**config.mk**
```make
export PLATFORM = sky130hd
export DESIGN_NAME = if_fetch_unit_flat
export DESIGN_NICKNAME = d
export VERILOG_FILES = /design/src/rtl/if_fetch_unit_if.sv /design/src/rtl/if_fetch_unit.sv /design/src/flat_wrapper.sv
export SDC_FILE = /design/constraint.sdc
export NUM_CORES = 1
export LEC_CHECK = 0
export BUFFER_PORTS_ARGS = -buffer_cell sky130_fd_sc_hd__buf_2
export CORE_ASPECT_RATIO = 1.75
export CORE_MARGIN = 8
export CORE_UTILIZATION = 51
export CTS_CLUSTER_DIAMETER = 60
export DETAILED_ROUTE_END_ITERATION = 7
export PLACE_DENSITY = 0.78
export SYNTH_ARGS = -nofsm -noshare
export SYNTH_HDL_FRONTEND = slang
export SYNTH_SLANG_ARGS = --single-unit
```
**constraint.sdc**
```tcl
create_clock -name clk_i -period 3.68 [get_ports clk_i]
set_input_delay 0.368 -clock clk_i [delete_from_list [all_inputs] [get_ports clk_i]]
set_output_delay 0.368 -clock clk_i [all_outputs]
set_load 0.02 [all_outputs]
```
**src/rtl/if_fetch_unit_if.sv**
```systemverilog
// Instruction-memory request/response port: the fetch unit drives the request,
// and the memory answers with ready and data in the same cycle.
interface imem_if;
   logic        imem_req_o;
   logic [31:0] imem_addr_o;
   logic        imem_ready_i;
   logic [31:0] imem_data_i;

   modport master (output imem_req_o, output imem_addr_o,
                   input  imem_ready_i, input imem_data_i);
   modport slave  (input  imem_req_o, input imem_addr_o,
                   output imem_ready_i, output imem_data_i);
endinterface

```
**src/rtl/if_fetch_unit.sv**
```systemverilog
// Instruction-fetch stage: owns the PC, drives a variable-latency instruction memory,
// and presents an instruction or an all-zero bubble to the IF/ID register each cycle.
module if_fetch_unit #(
   parameter logic [31:0] RESET_PC = 32'h0000_0000,
   parameter int unsigned PC_INC   = 4
) (
   input  logic        clk_i,
   input  logic        rst_i,
   imem_if.master      imem,
   input  logic        Stall_i,
   input  logic        Branch_i,
   input  logic [31:0] BranchAddr_i,
   output logic [31:0] PC_o,
   output logic [31:0] Inst_o,
   output logic        Valid_o
);

   typedef enum logic [1:0] {FETCH, HOLD, DRAIN} state_t;

   state_t      r_state;
   logic [31:0] r_pc;
   logic [31:0] r_req_addr;
   logic [31:0] r_inst_buf;

   logic [31:0] w_target;
   logic [31:0] w_pc_next;

   assign w_target  = BranchAddr_i & ~32'h3;
   assign w_pc_next = r_pc + 32'(PC_INC);

   always_comb begin
      imem.imem_req_o  = 1'b0;
      imem.imem_addr_o = r_req_addr;
      Valid_o          = 1'b0;
      Inst_o           = '0;
      PC_o             = '0;
      if (!rst_i) begin
         case (r_state)
            FETCH: begin
               imem.imem_req_o = 1'b1;
               if (imem.imem_ready_i && !Branch_i) begin
                  Valid_o = 1'b1;
                  Inst_o  = imem.imem_data_i;
                  PC_o    = r_req_addr;
               end
            end
            HOLD: begin
               if (!Branch_i) begin
                  Valid_o = 1'b1;
                  Inst_o  = r_inst_buf;
                  PC_o    = r_pc;
               end
            end
            DRAIN: begin
               imem.imem_req_o = 1'b1;
            end
            default: ;
         endcase
      end
   end

   always_ff @(posedge clk_i or posedge rst_i) begin
      if (rst_i) begin
         r_state    <= FETCH;
         r_pc       <= RESET_PC;
         r_req_addr <= RESET_PC;
         r_inst_buf <= '0;
      end else begin
         case (r_state)
            FETCH: begin
               if (Branch_i) begin
                  r_pc <= w_target;
                  // An unanswered request must keep its address, so drain it first
                  if (imem.imem_ready_i) r_req_addr <= w_target;
                  else                   r_state    <= DRAIN;
               end else if (imem.imem_ready_i) begin
                  if (Stall_i) begin
                     r_inst_buf <= imem.imem_data_i;
                     r_state    <= HOLD;
                  end else begin
                     r_pc       <= w_pc_next;
                     r_req_addr <= w_pc_next;
                  end
               end
            end
            HOLD: begin
               if (Branch_i) begin
                  r_pc       <= w_target;
                  r_req_addr <= w_target;
                  r_state    <= FETCH;
               end else if (!Stall_i) begin
                  r_pc       <= w_pc_next;
                  r_req_addr <= w_pc_next;
                  r_state    <= FETCH;
               end
            end
            DRAIN: begin
               if (Branch_i) begin
                  r_pc <= w_target;
                  if (imem.imem_ready_i) begin
                     r_req_addr <= w_target;
                     r_state    <= FETCH;
                  end
               end else if (imem.imem_ready_i) begin
                  r_req_addr <= r_pc;
                  r_state    <= FETCH;
               end
            end
            default: r_state <= FETCH;
         endcase
      end
   end

endmodule

```
**src/flat_wrapper.sv**
```systemverilog
// flat-port wrapper written by rule: the top's interface ports become plain ports
module if_fetch_unit_flat 
#(
   parameter logic [31:0] RESET_PC = 32'h0000_0000,
   parameter int unsigned PC_INC   = 4
)
  (clk_i, rst_i, Stall_i, Branch_i, BranchAddr_i, PC_o, Inst_o, Valid_o, imem_imem_req_o, imem_imem_addr_o, imem_imem_ready_i, imem_imem_data_i);
  imem_if imem_i ();
  input  logic clk_i;
  input  logic rst_i;
  input  logic Stall_i;
  input  logic Branch_i;
  input  logic [31:0] BranchAddr_i;
  output logic [31:0] PC_o;
  output logic [31:0] Inst_o;
  output logic Valid_o;
  output wire logic [$bits(imem_i.imem_req_o)-1:0] imem_imem_req_o;
  output wire logic [$bits(imem_i.imem_addr_o)-1:0] imem_imem_addr_o;
  input wire logic [$bits(imem_i.imem_ready_i)-1:0] imem_imem_ready_i;
  input wire logic [$bits(imem_i.imem_data_i)-1:0] imem_imem_data_i;
  assign imem_imem_req_o = imem_i.imem_req_o;
  assign imem_imem_addr_o = imem_i.imem_addr_o;
  assign imem_i.imem_ready_i = imem_imem_ready_i;
  assign imem_i.imem_data_i = imem_imem_data_i;
  if_fetch_unit #(.RESET_PC(RESET_PC), .PC_INC(PC_INC)) u_core (.clk_i(clk_i), .rst_i(rst_i), .imem(imem_i), .Stall_i(Stall_i), .Branch_i(Branch_i), .BranchAddr_i(BranchAddr_i), .PC_o(PC_o), .Inst_o(Inst_o), .Valid_o(Valid_o));
endmodule
```
# Word level (Yosys, flattened, before mapping)

Cells that the tools add are included.

Bits in registers: 98
Latch bits: 0
Bits in writable memories: 0
Bits in read-only memories: 0
Bits of input ports: 69
Output and inout port bits: 98
Memories: 0

Add/sub/neg operators: 1
Multiply operators: 0
Div/mod/pow operators: 0
Order comparisons: 0
Eq/ne operators: 9
Shifts and indexed selects: 0
Mux-type cells: 36
Bitwise gates (word level): 1
Reductions and logical operators: 9

Operator list:

| cell                                                             | number |
|---|---|
| 32-bit two-way mux                                               | 18 |
| 32-bit case mux with 3 select lines                              | 2 |
| 32-bit case mux with 2 select lines                              | 2 |
| 32-bit by 3-bit adder with 32-bit output (second input constant) | 1 |
| 3-bit inequality test (second input constant)                    | 5 |
| 2-bit two-way mux                                                | 7 |
| 2-bit case mux with 3 select lines                               | 1 |
| 3-bit AND reduction                                              | 2 |
| 1-bit two-way mux                                                | 5 |
| 5-bit AND reduction                                              | 1 |
| 2-bit inequality test (second input constant)                    | 2 |
| 4-bit AND reduction                                              | 1 |
| 3-bit nonzero test                                               | 1 |
| 2-bit by 1-bit == test with 1-bit output (second input constant) | 1 |
| 2-bit == test (second input constant)                            | 1 |
| 2-bit logical NOT                                                | 1 |
| 1-bit case mux with 2 select lines                               | 1 |
| 2-bit OR reduction                                               | 1 |
| 1-bit logical AND                                                | 1 |
| 1-bit logical NOT                                                | 1 |
| 1-bit inverter                                                   | 1 |

# Longest topological paths before layout

Gate-level depths: netlist of the first run.

Word-level depth: 5
Mapped depth: 9
Mapped depth without buffers: 7

# Worst setup path after synthesis of the first run

Ideal clock, no wire load.

Path kind: input to output
From: in rst_i
To: out Inst_o[0]
Arrival time: 3.621 ns
Required time: 3.312 ns
Slack: -0.309 ns
Cell stages on the path: 4
Buffers on the path: 1
Path through: inv_1 > o21ai_1 > clkbuf_1 > nor2_1

Cells in the longest elaborated chain, start to end: 1

Ends and longest elaborated chain:

| item               | line                | RTL |
|---|---|---|
| start, declared    | flat_wrapper.sv:10  | `input logic rst_i;` |
| 32-bit two-way mux | if_fetch_unit.sv:37 | `if (!rst_i) begin` |
| end, declared      | flat_wrapper.sv:15  | `output logic [31:0] Inst_o;` |

Every way passes these cells.

# Worst setup path in the final report of the first run

From: reg u_core.r_state[0]
To: out Inst_o[17]

Cells in the longest elaborated chain, start to end: 3
Elaborated cells on any way between the ends: 4
Those cells by class: eq/ne (1); mux (2); reduce/logical (1)

Ends and longest elaborated chain:

| item                                                                          | line                | RTL |
|---|---|---|
| start, declared                                                               | if_fetch_unit.sv:20 | `state_t r_state;` |
| start signal, assigned                                                        | if_fetch_unit.sv:64 | `r_state <= FETCH;` |
| start signal, assigned                                                        | if_fetch_unit.sv:75 | `else r_state <= DRAIN;` |
| start signal, assigned                                                        | if_fetch_unit.sv:79 | `r_state <= HOLD;` |
| 2-bit by 1-bit == test with 1-bit output or 2-bit logical NOT (tied branches) | if_fetch_unit.sv:38 | `case (r_state)` |
| 32-bit case mux with 2 select lines *                                         | if_fetch_unit.sv:38 |  |
| 32-bit two-way mux *                                                          | if_fetch_unit.sv:37 |  |

Every way passes the cells marked *; elsewhere a longest branch is shown, timed or not.

==> summary.txt, run 1 <==
Worst setup path
  – Buf+Inv Stages, Crit Path: 3
  – Crit Path Max Fanout: 26
  – Worst path depth: 8
  – R2R Setup Slk: 0.88 ns
  – Worst path cell trace: inv_1, ha_1, nor2b_1, and2_2, buf_4, a22oi_1, nor2_1, buf_2
  – Worst-case reg-to-reg path depth: 6
  – CP startpoint kind: flop
  – CP Class: reg -> out
  – Critical Path Slowest Stage Cell: and2_2
  – Required time of the critical path: 3.31 ns
  – Worst Path Arrival: 2.76 ns
  – CP delay by family, top: simple AND/OR/NAND/NOR gates
  – Slowest stage delay, CP: 0.56 ns
  – CP endpoint kind: output port

Clock network
  – Root Driver: clkbuf_16
  – CTS buffer count: 9
  – Worst-case clock buffer depth: 2
  – Sink Count: 96
  – CTS resizes: 0
  – Clk_lat worst skew: 0.35 ns
  – H-tree levels: 3
  – Post-CTS setup buffers: 0
  – Hold buffer count at CTS: 0
  – CTS tree: done
  – Clock-pin slew on the worst setup and hold paths: 0.07 ns

STA
  – Worst Max-Slew Pin Slew: 1.11 ns
  – Final min period: 3.12 ns
  – Hold Vio Cnt, Final: 0
  – Clk_skew: 0.0147 ns
  – Period utilization: 84.9%
  – Slew Viols, Final: 0
  – Max-slew headroom: 25.8%
  – Fin Setup TNS: 0 ns
  – Fmax: 320 MHz
  – Setup-failing EPs final: 0
  – RSZ-0062 raised after global routing: false

Global routing
  – First-pass GRT wire length: 45,300 um
  – Pin count of the biggest net entering global routing: 72
  – Vias in the first global route: 8,537
  – GRT Overall Usage: 27.1%
  – Initial antenna violation count: 2
  – Total congestion overflow: 0

Synth
  – Synthesis Warnings: 0
  – Avg Inst Size Synth: 7.92 um^2
  – Synth top area share: 29.7%
  – Asr flop ratio synth: 100%
  – Synth Cell Area: 8090 um^2
  – Post-Syn Nets: 1,095
  – Synth area leaders: dfrtp_1 (30%), mux2_2 (6.5%), a22oi_1 (6.4%)
  – Synth unique cells: 72
  – Synthesized instance count: 1,021
  – Seq/Total Area, Yosys: 29.7%
  – Yosys reg bits: 96
  – Area leader, netlist: dfrtp_1
  – Dominant register cell in the synthesized netlist: dfrtp_1
  – Number of synthesized flops with an enable pin: 0

Layout
  – Layout cells sized above 1: 25.3%
  – Most frequent cells in the layout: buf_2 (164), nor2_1 (109), a21oi_1 (97), dfrtp_1 (96), o21ai_0 (75)
  – Synthesis-to-layout area growth: 13.8%
  – Final #Nets: 1,185
  – FILL cells: 1,499
  – Register area: 2400 um^2
  – Core Util, Final: 58.5%
  – Multi-input gate area: 5140 um^2
  – Commonest non-fill, non-tap cell in the layout: buf_2

Route
  – Via count: 8,878
  – Drt first pass iters: 5
  – Avg WL per Cell: 21.8 um
  – DRT iter0 DRCs: 841
  – Post-route ant nets: 0
  – Routed WL: 28,500 um
  – Via density: 6.80
  – DRC violations left: 0

Die
  – Die ar.: 20,300 um^2
  – IO Count: 167
  – Die width: 111 um
  – Die H: 183 um
  – Total core area: 15,700 um^2
  – Initial core utilization: 51.4%
  – Rows: 61

Power and ir drop
  – Leakage: 3.93 nW
  – Combinational fraction of design power: 54.4%
  – Clock share of power: 13.1%
  – Power per cell area: 804 nW/um^2
  – Net switching fraction of the power: 50.3%
  – Pint: 3.67 mW
  – Tot Pwr: 7.39 mW
  – Max IR drop VDD: 0.334 mV
  – Switching power: 3.72 mW
  – Sequential share of power: 32.4%

Min path
  – HP Class: in -> async

Flow run
  – Max Cap Viol: 0

Outcome
  – Status: finished, final reports clean

Placed design
  – Input/output buffers: 164
  – Routability cong.: 0.912
  – Post-DP HPWL: 19,600 um
[cell usage after synthesis (all sizes together), types with 5 or more instances]
cell / number
a211oi: 9
a21oi: 97
a221oi: 9
a22oi: 69
a2bb2oi: 7
a31oi: 13
a32oi: 5
and2: 5
and3: 11
and4: 9
buf: 46
clkbuf: 68
dfrtp: 96
ha: 5
inv: 17
mux2: 47
mux2i: 31
nand2: 73
nand2b: 7
nand3: 24
nand4: 9
nor2: 110
nor2b: 16
nor3: 18
nor4: 10
o211ai: 15
o21ai: 77
o22a: 6
o22ai: 17
o2bb2ai: 7
o31a: 5
o31ai: 7
or2: 8
or4: 5
xnor2: 6
xor2: 5
[cell type report]
class,instances,share of cell area (%)
well taps,189,2.57
clock inverters,4,0.585
diodes,2,0.0544
clock buffers,11,2.64
repair buffers,193,11.4
multi-input cells,794,55.9
inverters,17,0.734
flip-flops and latches,96,26.1
[worst reg2reg max path, stage by stage (launching register included)]
cell,delay [ns]
dfrtp_1,0.49
inv_1,0.13
ha_1,0.63
nor2b_1,0.57
nor2_1,0.21
a221oi_1,0.54
nor2b_1,0.09
[flip-flops by register name, indices dropped and copies added (netlist names)]
name and count:
u_core.imem.imem_addr_o 32, u_core.r_inst_buf 32, u_core.r_pc 30, u_core.r_state 2
[cell families (layout without fill, tap and decap cells)]
group / after synthesis / count (layout) / share of synthesized area (%)
compound gates: 387 / 387 / 31.4
fa+ha+maj: 5 / 5 / 0.774
buf+inv: 131 / 225 / 7.01
simple gates: 313 / 313 / 19.6
flops: 96 / 96 / 29.7
other cells: 0 / 2 / 0
xor+xnor: 11 / 11 / 1.19
mux: 78 / 78 / 10.4
[path summary, 6_finish.rpt]
check	startpoint	endpoint
max in group asynchronous	rst_i	u_core.r_pc[17]$_DFFE_PP0P_
hold / removal	rst_i	u_core.r_inst_buf[7]$_DFFE_PP0P_
setup reg to reg	u_core.r_state[0]$_DFFE_PP0P_	u_core.imem.imem_addr_o[0]$_DFFE_PP0P_
setup / recovery	u_core.r_state[0]$_DFFE_PP0P_	Inst_o[17]
hold reg to reg	u_core.r_inst_buf[4]$_DFFE_PP0P_	u_core.r_inst_buf[4]$_DFFE_PP0P_
min in group clk_i	imem_imem_data_i[23]	u_core.r_inst_buf[23]$_DFFE_PP0P_
[metrics by stage]
step	hold slack [ns]	instance area (um^2)	instances	worst slack (ns)
5_1_grt	0.259	9200	1306	0.263
2_1_floorplan	0.480	8090	1021	0.461
3_3_place_gp	0.486	8900	1289	0.985
6_report	0.251	9200	1306	0.556
3_5_place_dp	0.493	8900	1289	0.952
4_1_cts	0.257	9200	1304	0.560
[layer usage]
| metal | wire length (um) | global-route usage (%) |
|---|---|---|
| met5 | 0 | 0 |
| met4 | 1620 | 17.8 |
| met3 | 2520 | 5.59 |
| met2 | 13900 | 45.2 |
| met1 | 10400 | 30.6 |
[power by group through the flow]
stage	clock, mW	combinational, mW	sequential [mW]
after floorplan	0	3.02	2.12
after CTS	0.985	3.96	2.36
final	0.970	4.02	2.40
after detailed placement	0	3.95	2.38
after global placement	0	3.86	2.34
after global routing	1.03	4.38	2.48
Note: power is estimated with default switching activity, not from simulation.
==> inputs of run 2 (changes only) <==
clock period = 2.75 ns   (was 3.68 ns; I/O delays follow)
==> summary.txt, run 2 (synthesis results as in run 1) <==
Clock network
  – Clock-pin slew on the worst setup and hold paths: 0.07 ns
  – CTS resizes: 0
  – H-tree levels: 3
  – Hold buffer count at CTS: 0
  – Post-CTS setup buffers: 0
  – CTS tree: done
  – Root Driver: clkbuf_16
  – Sink Count: 96
  – Worst-case clock buffer depth: 2
  – CTS buffer count: 9
  – Clk_lat worst skew: 0.36 ns

Global routing
  – Initial antenna violation count: 2
  – First-pass GRT wire length: 46,600 um
  – Pin count of the biggest net entering global routing: 99
  – Vias in the first global route: 8,791
  – Total congestion overflow: 0
  – GRT Overall Usage: 27.9%

Die
  – Die width: 111 um
  – Die H: 183 um
  – Total core area: 15,700 um^2
  – Die ar.: 20,300 um^2
  – IO Count: 167
  – Rows: 61
  – Initial core utilization: 51.4%

Worst setup path
  – Worst Path Arrival: 2.28 ns
  – CP Class: reg -> out
  – Slowest stage delay, CP: 0.43 ns
  – CP startpoint kind: flop
  – Crit Path Max Fanout: 41
  – Worst path depth: 8
  – Worst Setup EP: PC_o[5]
  – Required time of the critical path: 2.48 ns
  – Reg-to-reg startpoint: u_core.r_pc[7]$_DFFE_PP0P_
  – CP Launch Point: u_core.r_state[1]$_DFFE_PP0P_
  – Worst r2r dst: u_core.imem.imem_addr_o[27]$_DFFE_PP0P_
  – Buf+Inv Stages, Crit Path: 3
  – Worst-case reg-to-reg path depth: 5
  – CP delay by family, top: simple AND/OR/NAND/NOR gates
  – Critical Path Slowest Stage Cell: dfrtp_1
  – CP endpoint kind: output port
  – R2R Setup Slk: 0.30 ns
  – Worst path cell trace: inv_1, ha_2, nor2b_1, and2_4, buf_12, a22oi_1, nor2_1, buf_2

STA
  – RSZ-0062 raised after global routing: false
  – Hold Vio Cnt, Final: 0
  – Max-slew headroom: 19.3%
  – Worst Max-Slew Pin Slew: 1.21 ns
  – Final hold slack: 0.121 ns
  – Fmax: 391 MHz
  – Final min period: 2.56 ns
  – Slew Viols, Final: 0
  – Setup-failing EPs final: 0
  – Period utilization: 93.0%
  – Fin Setup TNS: 0 ns
  – Setup ws final: 0.194 ns
  – Clk_skew: 0.00850 ns

Route
  – Post-route ant nets: 0
  – Avg WL per Cell: 21.8 um
  – DRC violations left: 0
  – Via count: 9,041
  – Routed WL: 29,000 um
  – Drt first pass iters: 6
  – Via density: 6.78
  – DRT iter0 DRCs: 1,136

Layout
  – Non-filler cells in the finished layout: 1,333
  – Final #Nets: 1,211
  – Most frequent cells in the layout: buf_2 (164), nor2_1 (109), a21oi_1 (97), dfrtp_1 (96), o21ai_0 (75)
  – Synthesis-to-layout area growth: 17.4%
  – Commonest non-fill, non-tap cell in the layout: buf_2
  – Layout cells sized above 1: 27.2%
  – Final instance area: 9490 um^2
  – FILL cells: 1,474

Flow run
  – Max Cap Viol: 0

Power and ir drop
  – Power per cell area: 1090 nW/um^2
  – Max IR drop VDD: 0.488 mV
  – Leakage: 4.09 nW

Placed design
  – Input/output buffers: 164
  – Placed insts: 1,315
  – DP Worst Slack: 0.384 ns
  – Routability cong.: 0.955
  – Post-DP HPWL: 20,400 um
  – Area post-placement: 9160 um^2

Outcome
  – Status: finished, final reports clean

Min path
  – HP Class: in -> async
[run 2: changes by cell type in the layout (fill, tap and decap cells not counted), sizes merged]
| cell | change |
|---|---|
| clkinvlp | -1 |
| bufinv | +1 |
| inv | +1 |
| clkinv | +2 |
| buf | +26 |
| clkbuf | -2 |
[run 2: power by group]
| group | switching, mW | total, mW | internal [mW] |
|---|---|---|---|
| clock network | 0.616 | 1.42 | 0.808 |
| logic | 3.49 | 5.82 | 2.32 |
| registers | 0.991 | 3.09 | 2.10 |
[run 2: worst min path at each step]
stage,start,end,depth (start not counted)
6_report,rst_i,u_core.r_inst_buf[6]$_DFFE_PP0P_,3
5_1_grt,imem_imem_data_i[0],u_core.r_inst_buf[0]$_DFFE_PP0P_,2
4_1_cts,imem_imem_data_i[0],u_core.r_inst_buf[0]$_DFFE_PP0P_,2
3_5_place_dp,u_core.r_inst_buf[0]$_DFFE_PP0P_,u_core.r_inst_buf[0]$_DFFE_PP0P_,1
3_3_place_gp,u_core.r_inst_buf[25]$_DFFE_PP0P_,u_core.r_inst_buf[25]$_DFFE_PP0P_,1
2_1_floorplan,BranchAddr_i[3],u_core.r_pc[3]$_DFFE_PP0P_,2
[run 2: layer usage]
layer | vias up | share of wire [%] | GRT usage, %
li1 | 4046 | - | -
met1 | 4227 | 37 | 31.9
met2 | 606 | 47 | 45.4
met3 | 162 | 9.0 | 5.59
met4 | 0 | 6.8 | 20.0
met5 | - | 0 | 0
[run 2: worst min-delay path: cells and delay by family]
family                 cells  cell delay (ns)
buffers and inverters      3             0.66
[run 2: per-stage QoR]
| step | power, mW | util [%] |
|---|---|---|
| global placement | 8.63 | 58.2 |
| global route | 11.0 | 60.4 |
| floorplan | 6.89 | - |
| CTS | 10.2 | 60.3 |
| finish | 10.3 | 60.4 |
| detailed placement | 8.78 | 58.2 |
[run 2: layout make-up]
type | instances | area [um^2] | share of cell area, %
Sequential cell | 96 | 2400 | 25.3
Antenna cell | 2 | 5.00 | 0.0527
Timing Repair Buffer | 219 | 1310 | 13.8
Clock buffer | 9 | 225 | 2.37
Multi-Input combinational cell | 794 | 5140 | 54.2
Inverter | 17 | 67.6 | 0.712
Clock inverter | 7 | 103 | 1.08
Tap cell | 189 | 236 | 2.49
==> inputs of run 3 (changes only) <==
REMOVE_ABC_BUFFERS = 1   (was not set)
==> summary.txt, run 3 (synthesis results as in run 1) <==
Route
  – Post-route ant nets: 0
  – DRT iter0 DRCs: 947
  – Drt first pass iters: 5
  – Via density: 6.78
  – Routed WL: 29,600 um
  – Via count: 9,039
  – DRC violations left: 0
  – Avg WL per Cell: 22.2 um

Min path
  – Hold Path Depth: 2
  – HP Class: in -> reg

Clock network
  – Worst-case clock buffer depth: 2
  – Post-CTS setup buffers: 0
  – Clock-pin slew on the worst setup and hold paths: 0.07 ns
  – CTS tree: done
  – Clk_lat worst skew: 0.36 ns
  – H-tree levels: 3
  – Sink Count: 96
  – CTS buffer count: 9
  – Hold buffer count at CTS: 0
  – Root Driver: clkbuf_16

Die
  – Die ar.: 20,300 um^2
  – Rows: 61
  – Die width: 111 um
  – Initial core utilization: 51.4%
  – Total core area: 15,700 um^2
  – IO Count: 167
  – Die H: 183 um

Worst setup path
  – Worst Setup EP: PC_o[27]
  – CP startpoint kind: flop
  – CP endpoint kind: output port
  – CP Launch Point: u_core.r_state[0]$_DFFE_PP0P_
  – Reg-to-reg startpoint: u_core.r_pc[3]$_DFFE_PP0P_
  – CP Class: reg -> out
  – Worst r2r dst: u_core.imem.imem_addr_o[30]$_DFFE_PP0P_
  – Worst-case reg-to-reg path depth: 6
  – R2R Setup Slk: 0.30 ns
  – Crit Path Max Fanout: 9
  – Worst Path Arrival: 2.39 ns
  – Required time of the critical path: 2.48 ns

Layout
  – Synthesis-to-layout area growth: 17.4%
  – Final #Nets: 1,212
  – Non-filler cells in the finished layout: 1,333
  – Layout cells sized above 1: 27.4%
  – Core Util, Final: 60.4%
  – Commonest non-fill, non-tap cell in the layout: buf_2
  – Most frequent cells in the layout: buf_2 (164), nor2_1 (109), a21oi_1 (97), dfrtp_1 (95), o21ai_0 (75)
  – Final instance area: 9500 um^2

Global routing
  – Vias in the first global route: 8,963
  – GRT Overall Usage: 28.0%
  – Total congestion overflow: 0
  – Pin count of the biggest net entering global routing: 59
  – Initial antenna violation count: 1
  – First-pass GRT wire length: 46,800 um

STA
  – Clk_skew: 0.00991 ns
  – RSZ-0062 raised after global routing: false
  – Slew Viols, Final: 0
  – Final min period: 2.66 ns
  – Worst Max-Slew Pin Slew: 0.795 ns
  – Final hold slack: 0.173 ns
  – Hold Vio Cnt, Final: 0
  – Period utilization: 96.8%
  – Max-slew headroom: 46.8%
  – Setup-failing EPs final: 0
  – Fmax: 376 MHz

Placed design
  – Placed insts: 1,315
  – Input/output buffers: 164
  – Area post-placement: 9130 um^2
  – Post-DP HPWL: 20,600 um
  – Routability cong.: 0.952

Power and ir drop
  – Leakage: 4.10 nW
  – Max IR drop VDD: 0.571 mV
  – Power per cell area: 1090 nW/um^2

Flow run
  – Max Cap Viol: 0

Outcome
  – Status: finished, final reports clean
## run 3: changes by cell type in the layout (fill, tap and decap cells not counted), sizes merged
cell,delta
clkinvlp,-2
diode,-1
clkbuf,+3
## run 3: critical path, cell delays in order, from the launching register on
cell	delay, ns
dfrtp_2	0.48
inv_1	0.12
ha_2	0.26
nor2b_1	0.22
and2_4	0.26
buf_4	0.22
a22oi_1	0.13
nor2_1	0.15
buf_2	0.19
## run 3: power by group
group	total, mW	internal (mW)	switching (mW)	leakage (nW)
sequential	3.10	2.10	0.998	1.15
clock	1.41	0.824	0.583	0.160
combinational	5.85	2.32	3.53	2.79
total	10.4	5.25	5.11	4.10
## run 3: worst min path at each step
stage                                      start                                end  slack [ns]
2_1_floorplan                           Branch_i      u_core.r_state[1]$_DFFE_PP0P_        0.42
3_3_place_gp   u_core.r_inst_buf[27]$_DFFE_PP0P_  u_core.r_inst_buf[27]$_DFFE_PP0P_        0.49
3_5_place_dp   u_core.r_inst_buf[19]$_DFFE_PP0P_  u_core.r_inst_buf[19]$_DFFE_PP0P_        0.49
4_1_cts                      imem_imem_data_i[5]   u_core.r_inst_buf[5]$_DFFE_PP0P_        0.17
5_1_grt                     imem_imem_data_i[19]  u_core.r_inst_buf[19]$_DFFE_PP0P_        0.17
6_report                     imem_imem_data_i[5]   u_core.r_inst_buf[5]$_DFFE_PP0P_        0.17
## run 3: final cells by class
class	count	area [um^2]
fill	1476	6230
multi-input combinational	794	5160
sequential	96	2400
timing repair buffer	220	1310
clock buffer	11	243
tap	189	236
clock inverter	5	78.8
inverter	17	66.3
antenna	1	2.50
## run 3: timing repair
| action | CTS | global route |
|---|---|---|
| resized for setup | 1 | 4 |
| endpoints found under the setup margin | 17 | 61 |
| cloned | 0 | 1 |
## run 3: metrics by stage
stage / total power, mW / setup WS [ns] / TNS, ns
5_1_grt: 11.0 / 0.0112 / 0
2_1_floorplan: 6.52 / -2.69 / -210.10
6_report: 10.4 / 0.0880 / 0
4_1_cts: 10.2 / 0.00313 / 0
3_5_place_dp: 8.74 / 0.302 / 0
3_3_place_gp: 8.59 / 0.365 / 0
## run 3: per-layer routing
metal / vias up / wire (um) / GRT usage, %
met4: 0 / 1780 / 19.4
li1: 4054 / - / -
met5: - / 0 / 0
met1: 4284 / 10900 / 31.2
met2: 566 / 14500 / 47.2
met3: 135 / 2420 / 5.39
